`src/rtl/comma_aligner_if.sv`:
```
// Word-level bus between the deserializer front end and the 8b/10b decoder.
interface comma_aligner_if;
  logic [9:0] RxRaw_10;
  logic       decode_error;
  logic [9:0] RxParallel_10;
  logic       comma_det;
  logic       byte_aligned;
  logic [3:0] align_offset;

  modport master (
    output RxRaw_10, decode_error,
    input  RxParallel_10, comma_det, byte_aligned, align_offset
  );
  modport slave (
    input  RxRaw_10, decode_error,
    output RxParallel_10, comma_det, byte_aligned, align_offset
  );
endinterface

```
`src/rtl/comma_aligner.sv`:
```
// K28.5 comma aligner: finds the 10-bit symbol boundary in the raw
// deserializer stream, confirms it, and holds it while the decoder is happy.
module comma_aligner #(
  parameter int ACQ_TIMEOUT = 255,
  parameter int ERR_LIMIT   = 4,
  parameter int GOOD_RUN    = 8
) (
  input  logic           BitCLK_10,
  input  logic           Reset,
  comma_aligner_if.slave bus
);
  localparam int TW = $clog2(ACQ_TIMEOUT + 1);
  localparam int EW = $clog2(ERR_LIMIT + 1);
  localparam int GW = $clog2(GOOD_RUN + 1);
  localparam logic [9:0] K_RDN = 10'h17C;
  localparam logic [9:0] K_RDP = 10'h283;

  typedef enum logic [1:0] {HUNT, ACQUIRE, LOCKED} state_t;

  state_t        r_state;
  logic [9:0]    r_prev_raw;
  logic [9:0]    r_par;
  logic          r_cd;
  logic          r_ba;
  logic [3:0]    r_off;
  logic [TW-1:0] r_timer;
  logic [EW-1:0] r_err;
  logic [GW-1:0] r_good;

  // Window is {current, previous}; the top raw bit can never fall inside a
  // 10-bit slice starting at offset 0..9, so it is left out of the window.
  logic [18:0] w_win;
  logic [9:0]  w_match;
  logic        w_any;
  logic [3:0]  w_first;
  logic [9:0]  w_sel;
  logic        w_hit;

  assign w_win = {bus.RxRaw_10[8:0], r_prev_raw};

  for (genvar k = 0; k < 10; k++) begin : g_cmp
    assign w_match[k] = (w_win[k+9:k] == K_RDN) || (w_win[k+9:k] == K_RDP);
  end

  // Lowest matching offset wins when several offsets carry a comma.
  always_comb begin
    w_any   = 1'b0;
    w_first = 4'd0;
    for (int k = 9; k >= 0; k--) begin
      if (w_match[k]) begin
        w_any   = 1'b1;
        w_first = 4'(k);
      end
    end
  end

  assign w_sel = w_win[r_off +: 10];
  assign w_hit = w_match[r_off];

  // Datapath registers plus HUNT/ACQUIRE/LOCKED alignment state machine.
  always_ff @(posedge BitCLK_10 or negedge Reset) begin
    if (!Reset) begin
      r_state    <= HUNT;
      r_prev_raw <= '0;
      r_par      <= '0;
      r_cd       <= 1'b0;
      r_ba       <= 1'b0;
      r_off      <= '0;
      r_timer    <= '0;
      r_err      <= '0;
      r_good     <= '0;
    end else begin
      r_prev_raw <= bus.RxRaw_10;
      r_par      <= w_sel;
      r_cd       <= w_hit;
      case (r_state)
        HUNT: begin
          if (w_any) begin
            r_off   <= w_first;
            r_timer <= '0;
            r_state <= ACQUIRE;
          end
        end
        ACQUIRE: begin
          if (w_hit) begin
            r_state <= LOCKED;
            r_ba    <= 1'b1;
            r_err   <= '0;
            r_good  <= '0;
          end else if (w_any) begin
            r_off   <= w_first;
            r_timer <= '0;
          end else if (r_timer >= TW'(ACQ_TIMEOUT - 1)) begin
            // give up; offset is kept, the next HUNT comma overwrites it
            r_state <= HUNT;
            r_timer <= '0;
          end else begin
            r_timer <= r_timer + 1'b1;
          end
        end
        LOCKED: begin
          // offset frozen; commas elsewhere are ignored, only decoder health matters
          if (bus.decode_error) begin
            r_good <= '0;
            if (r_err >= EW'(ERR_LIMIT - 1)) begin
              r_state <= HUNT;
              r_ba    <= 1'b0;
              r_err   <= '0;
            end else begin
              r_err <= r_err + 1'b1;
            end
          end else if (r_good >= GW'(GOOD_RUN - 1)) begin
            r_good <= '0;
            if (r_err != '0) r_err <= r_err - 1'b1;
          end else begin
            r_good <= r_good + 1'b1;
          end
        end
        default: begin
          r_state <= HUNT;
          r_ba    <= 1'b0;
        end
      endcase
    end
  end

  assign bus.RxParallel_10 = r_par;
  assign bus.comma_det     = r_cd;
  assign bus.byte_aligned  = r_ba;
  assign bus.align_offset  = r_off;

endmodule

```
`src/flat_wrapper.sv`:
```
// flat-port wrapper written by rule: the top's interface ports become plain ports
module comma_aligner_flat 
#(
  parameter int ACQ_TIMEOUT = 255,
  parameter int ERR_LIMIT   = 4,
  parameter int GOOD_RUN    = 8
)
  (BitCLK_10, Reset, bus_RxRaw_10, bus_decode_error, bus_RxParallel_10, bus_comma_det, bus_byte_aligned, bus_align_offset);
  comma_aligner_if bus_i ();
  input  logic BitCLK_10;
  input  logic Reset;
  input wire logic [$bits(bus_i.RxRaw_10)-1:0] bus_RxRaw_10;
  input wire logic [$bits(bus_i.decode_error)-1:0] bus_decode_error;
  output wire logic [$bits(bus_i.RxParallel_10)-1:0] bus_RxParallel_10;
  output wire logic [$bits(bus_i.comma_det)-1:0] bus_comma_det;
  output wire logic [$bits(bus_i.byte_aligned)-1:0] bus_byte_aligned;
  output wire logic [$bits(bus_i.align_offset)-1:0] bus_align_offset;
  assign bus_i.RxRaw_10 = bus_RxRaw_10;
  assign bus_i.decode_error = bus_decode_error;
  assign bus_RxParallel_10 = bus_i.RxParallel_10;
  assign bus_comma_det = bus_i.comma_det;
  assign bus_byte_aligned = bus_i.byte_aligned;
  assign bus_align_offset = bus_i.align_offset;
  comma_aligner #(.ACQ_TIMEOUT(ACQ_TIMEOUT), .ERR_LIMIT(ERR_LIMIT), .GOOD_RUN(GOOD_RUN)) u_core (.BitCLK_10(BitCLK_10), .Reset(Reset), .bus(bus_i));
endmodule
```
`config.mk`:
```
export PLATFORM = sky130hd
export DESIGN_NAME = comma_aligner_flat
export DESIGN_NICKNAME = d
export VERILOG_FILES = /design/src/rtl/comma_aligner_if.sv /design/src/rtl/comma_aligner.sv /design/src/flat_wrapper.sv
export SDC_FILE = /design/constraint.sdc
export NUM_CORES = 1
export LEC_CHECK = 0
export CORE_UTILIZATION = 50
export DETAILED_ROUTE_END_ITERATION = 8
export GPL_ROUTABILITY_DRIVEN = 0
export PLACE_DENSITY = 0.72
export SETUP_SLACK_MARGIN = 0.3
export SLEW_MARGIN = 15
export SYNTH_ARGS = -nofsm -noshare
export SYNTH_HDL_FRONTEND = slang
export SYNTH_SLANG_ARGS = --single-unit
```
`constraint.sdc`:
```
create_clock -name BitCLK_10 -period 3.31 [get_ports BitCLK_10]
set_input_delay 0.662 -clock BitCLK_10 [delete_from_list [all_inputs] [get_ports BitCLK_10]]
set_output_delay 0.662 -clock BitCLK_10 [all_outputs]
set_load 0.02 [all_outputs]
```
==> flow_metrics.env <==
export IMPL_status="complete, no violations"
export IMPL_first_pass_iters=5
export IMPL_htreeDepth=2
export IMPL_slew_headroom=0.3551
export IMPL_die_w_um=81.22
export IMPL_drive_gt1_frac=0.1617
export IMPL_cp_start_kind="input port"
export IMPL_worstPathArrival_ns=3.07
export IMPL_dp_hpwl_mm=5.490
export IMPL_grt_pass1_wl_mm=12.90
export IMPL_io_buffers=28
export IMPL_clk_path_buf_depth=2
export IMPL_ys_seq_elements=43
export IMPL_path_max_fanout=5
export IMPL_synth_area_leaders="dfrtp_1, mux4_2, nand2_1, mux2i_1, nor2_1"
export IMPL_antenna_found_initial=0
export IMPL_area_growth_syn_to_layout_pct=18.50
export IMPL_maxSlewViolCount=0
export IMPL_grt_overflow_total=0
export IMPL_dp_cells=437
export IMPL_ys_seq_area_frac=0.3429
export IMPL_endpoint_kind="register"
export IMPL_peakVddDrop_mv=0.4266
export IMPL_final_cells=446
export IMPL_diodes=0
export IMPL_rows=28
export IMPL_netlist_top_cells_count="dfrtp_1, nand2_1, nor2_1"
export IMPL_fin_skew_ns=0.008811
export IMPL_wl_per_cell_um=17.36
export IMPL_use_met3=0.04270
export IMPL_synth_edf_count=0
export IMPL_syn_avg_cell_area_um2=9.423
export IMPL_tightest_slew_ns=0.9674
export IMPL_ios=29
export IMPL_dr_first_iter_drc_count=144
export IMPL_fin_ws_ns=0.4231
export IMPL_post_route_min_period_ns=2.887
export IMPL_synthMostInstantiatedCell="dfrtp_1"
export IMPL_leakagePower_nw=1.463
export IMPL_postSynthNetCount=353
export IMPL_die_area_um2=6597
export IMPL_yosysTopAreaCell="dfrtp_1"
export IMPL_grt_busiest_layer="met2"
export IMPL_cts_buffers=5
export IMPL_synth_flop_cell="dfrtp_1"
export IMPL_path_class="input port to register"
export IMPL_yosysWarningCount=0
export IMPL_maxCapViolCount=0
export IMPL_initial_utilization=0.5238
export IMPL_fin_nets=390
export IMPL_cts_tree="yes"
export IMPL_dp_slack_ns=-0.05976
export IMPL_hold_viol_final=0
export IMPL_syn_area_um2=3138
export IMPL_post_synth_top_area_fraction=0.3429
export IMPL_grt_pass1_vias=2666
export IMPL_synthCells=333
export IMPL_use_met1=0.3387
export IMPL_async_flop_share=1.000
export IMPL_grt_use_met2=0.4218
export IMPL_fin_crit_sh=0.8722
export IMPL_routed_via_density=6.287
export IMPL_crit_required_ns=3.49
export IMPL_setup_viol=0
export IMPL_cts_sinks=43
export IMPL_cts_root_buffer="clkbuf_8"
export IMPL_power_density_nw_per_um2=515.9
export IMPL_rsz0062_at_grt="no"
export IMPL_clk_latency_ns=0.30
export IMPL_holdWs_ns=0.5171
export IMPL_fp_coreArea_um2=5991
export IMPL_drt_antenna_violating_nets=0
export IMPL_grt_start_max_net_pins=44
export IMPL_drt_total_wl_mm=7.744
export IMPL_vias=2804
export IMPL_drc=0
export IMPL_die_h_um=81.22
export IMPL_hold_path_class="input port to async pin"
export IMPL_fmax_mhz=346.4
export IMPL_clkTransAtPathRegs_ns=0.09
export IMPL_ys_types=61
export IMPL_grt_usage=0.2550
per-stage QoR:
stage	utilization	power (W)	cell area, µm²	TNS (ns)
floorplan	-	0.001293	3138	0
global placement	0.5982	0.001561	3583	-0.07057
detailed placement	0.5982	0.001580	3583	-0.3787
CTS	0.6134	0.001915	3675	0
global route	0.6207	0.002058	3719	0
finish	0.6207	0.001918	3719	0
logic make-up after synthesis:
group / after synthesis / synth area share
AO/OA/AOI/OAI: 67 / 0.1396
XOR/XNOR: 2 / 0.005583
multiplexers: 27 / 0.1288
adder cells (fa/ha/maj): 7 / 0.02791
buffers and inverters: 34 / 0.04386
flip-flops: 43 / 0.3429
AND/OR/NAND/NOR: 153 / 0.3114
worst paths after layout:
kind                                                start                                     end  slack [ns]  cells after the start
max reg2reg                u_core.r_prev_raw[8]$_DFF_PN0_           u_core.r_timer[1]$_DFFE_PN0P_        0.59                      7
max                                       bus_RxRaw_10[4]  u_core.bus.align_offset[0]$_DFFE_PN0P_        0.42                      9
min reg2reg                 u_core.r_timer[4]$_DFFE_PN0P_           u_core.r_timer[4]$_DFFE_PN0P_        0.54                      1
min in group BitCLK_10      u_core.r_timer[4]$_DFFE_PN0P_           u_core.r_timer[4]$_DFFE_PN0P_        0.54                      1
min                                                 Reset          u_core.r_prev_raw[6]$_DFF_PN0_        0.52                      1
max in group asynchronous                           Reset             u_core.r_err[1]$_DFFE_PN0P_        2.21                      1
state kept, by name (all words and copies together) (netlist names):
register / cells
u_core.r_state: 2
u_core.r_good: 4
u_core.r_err: 3
u_core.bus.RxParallel_10: 10
u_core.r_prev_raw: 10
u_core.bus.byte_aligned: 1
u_core.bus.align_offset: 4
u_core.bus.comma_det: 1
u_core.r_timer: 8
placed cells by master (no fill, tap or decap), types with 6 or more instances in the layout:
| master | count |
|---|---|
| a21oi_1 | 16 |
| a31oi_1 | 6 |
| and2_1 | 7 |
| buf_4 | 20 |
| clkdlybuf4s50_1 | 24 |
| dfrtp_1 | 43 |
| ha_1 | 7 |
| inv_1 | 13 |
| mux2i_1 | 10 |
| mux4_2 | 10 |
| nand2_1 | 30 |
| nand3_1 | 7 |
| nand3b_1 | 6 |
| nand4_1 | 8 |
| nor2_1 | 26 |
| nor2b_1 | 6 |
| nor3_1 | 7 |
| nor3b_1 | 8 |
| o21ai_0 | 17 |
critical path, cell delays in order:
cell	delay [ns]
clkdlybuf4s50_1	0.48
buf_4	0.19
nor4b_1	0.14
and4_1	0.24
nor4b_1	0.37
nor4_2	0.09
a31o_2	0.32
nor3_2	0.23
mux2_1	0.36
final cells by class:
type | count | area [µm²]
clock inverter | 2 | 12.51
multi-input combinational | 256 | 1952
sequential | 43 | 1076
inverter | 13 | 48.80
clock buffer | 6 | 72.57
timing repair buffer | 51 | 462.9
tap | 75 | 93.84
fill | 482 | 2272
timing repair:
item | in CTS | in global routing
endpoints found under the hold margin | 0 | 0
pin swaps | 1 | 3
gates resized for setup | 1 | 10
setup buffers | 1 | 0
setup endpoints to repair | 9 | 20
hold buffers | 0 | 0
power by group:
| part | internal [W] | switching (W) |
|---|---|---|
| Sequential | 0.000666 | 0.000151 |
| Combinational | 0.000359 | 0.000410 |
| Clock | 0.000148 | 0.000185 |
| Total | 0.00117 | 0.000746 |
routing by layer:
layer  wire, µm  vias to the layer above
li1           -                     1331
met1       3312                     1355
met2       3779                      104
met3        520                       14
met4        132                        0
met5          0                        -
No activity file was read; power rests on OpenSTA's default activity.
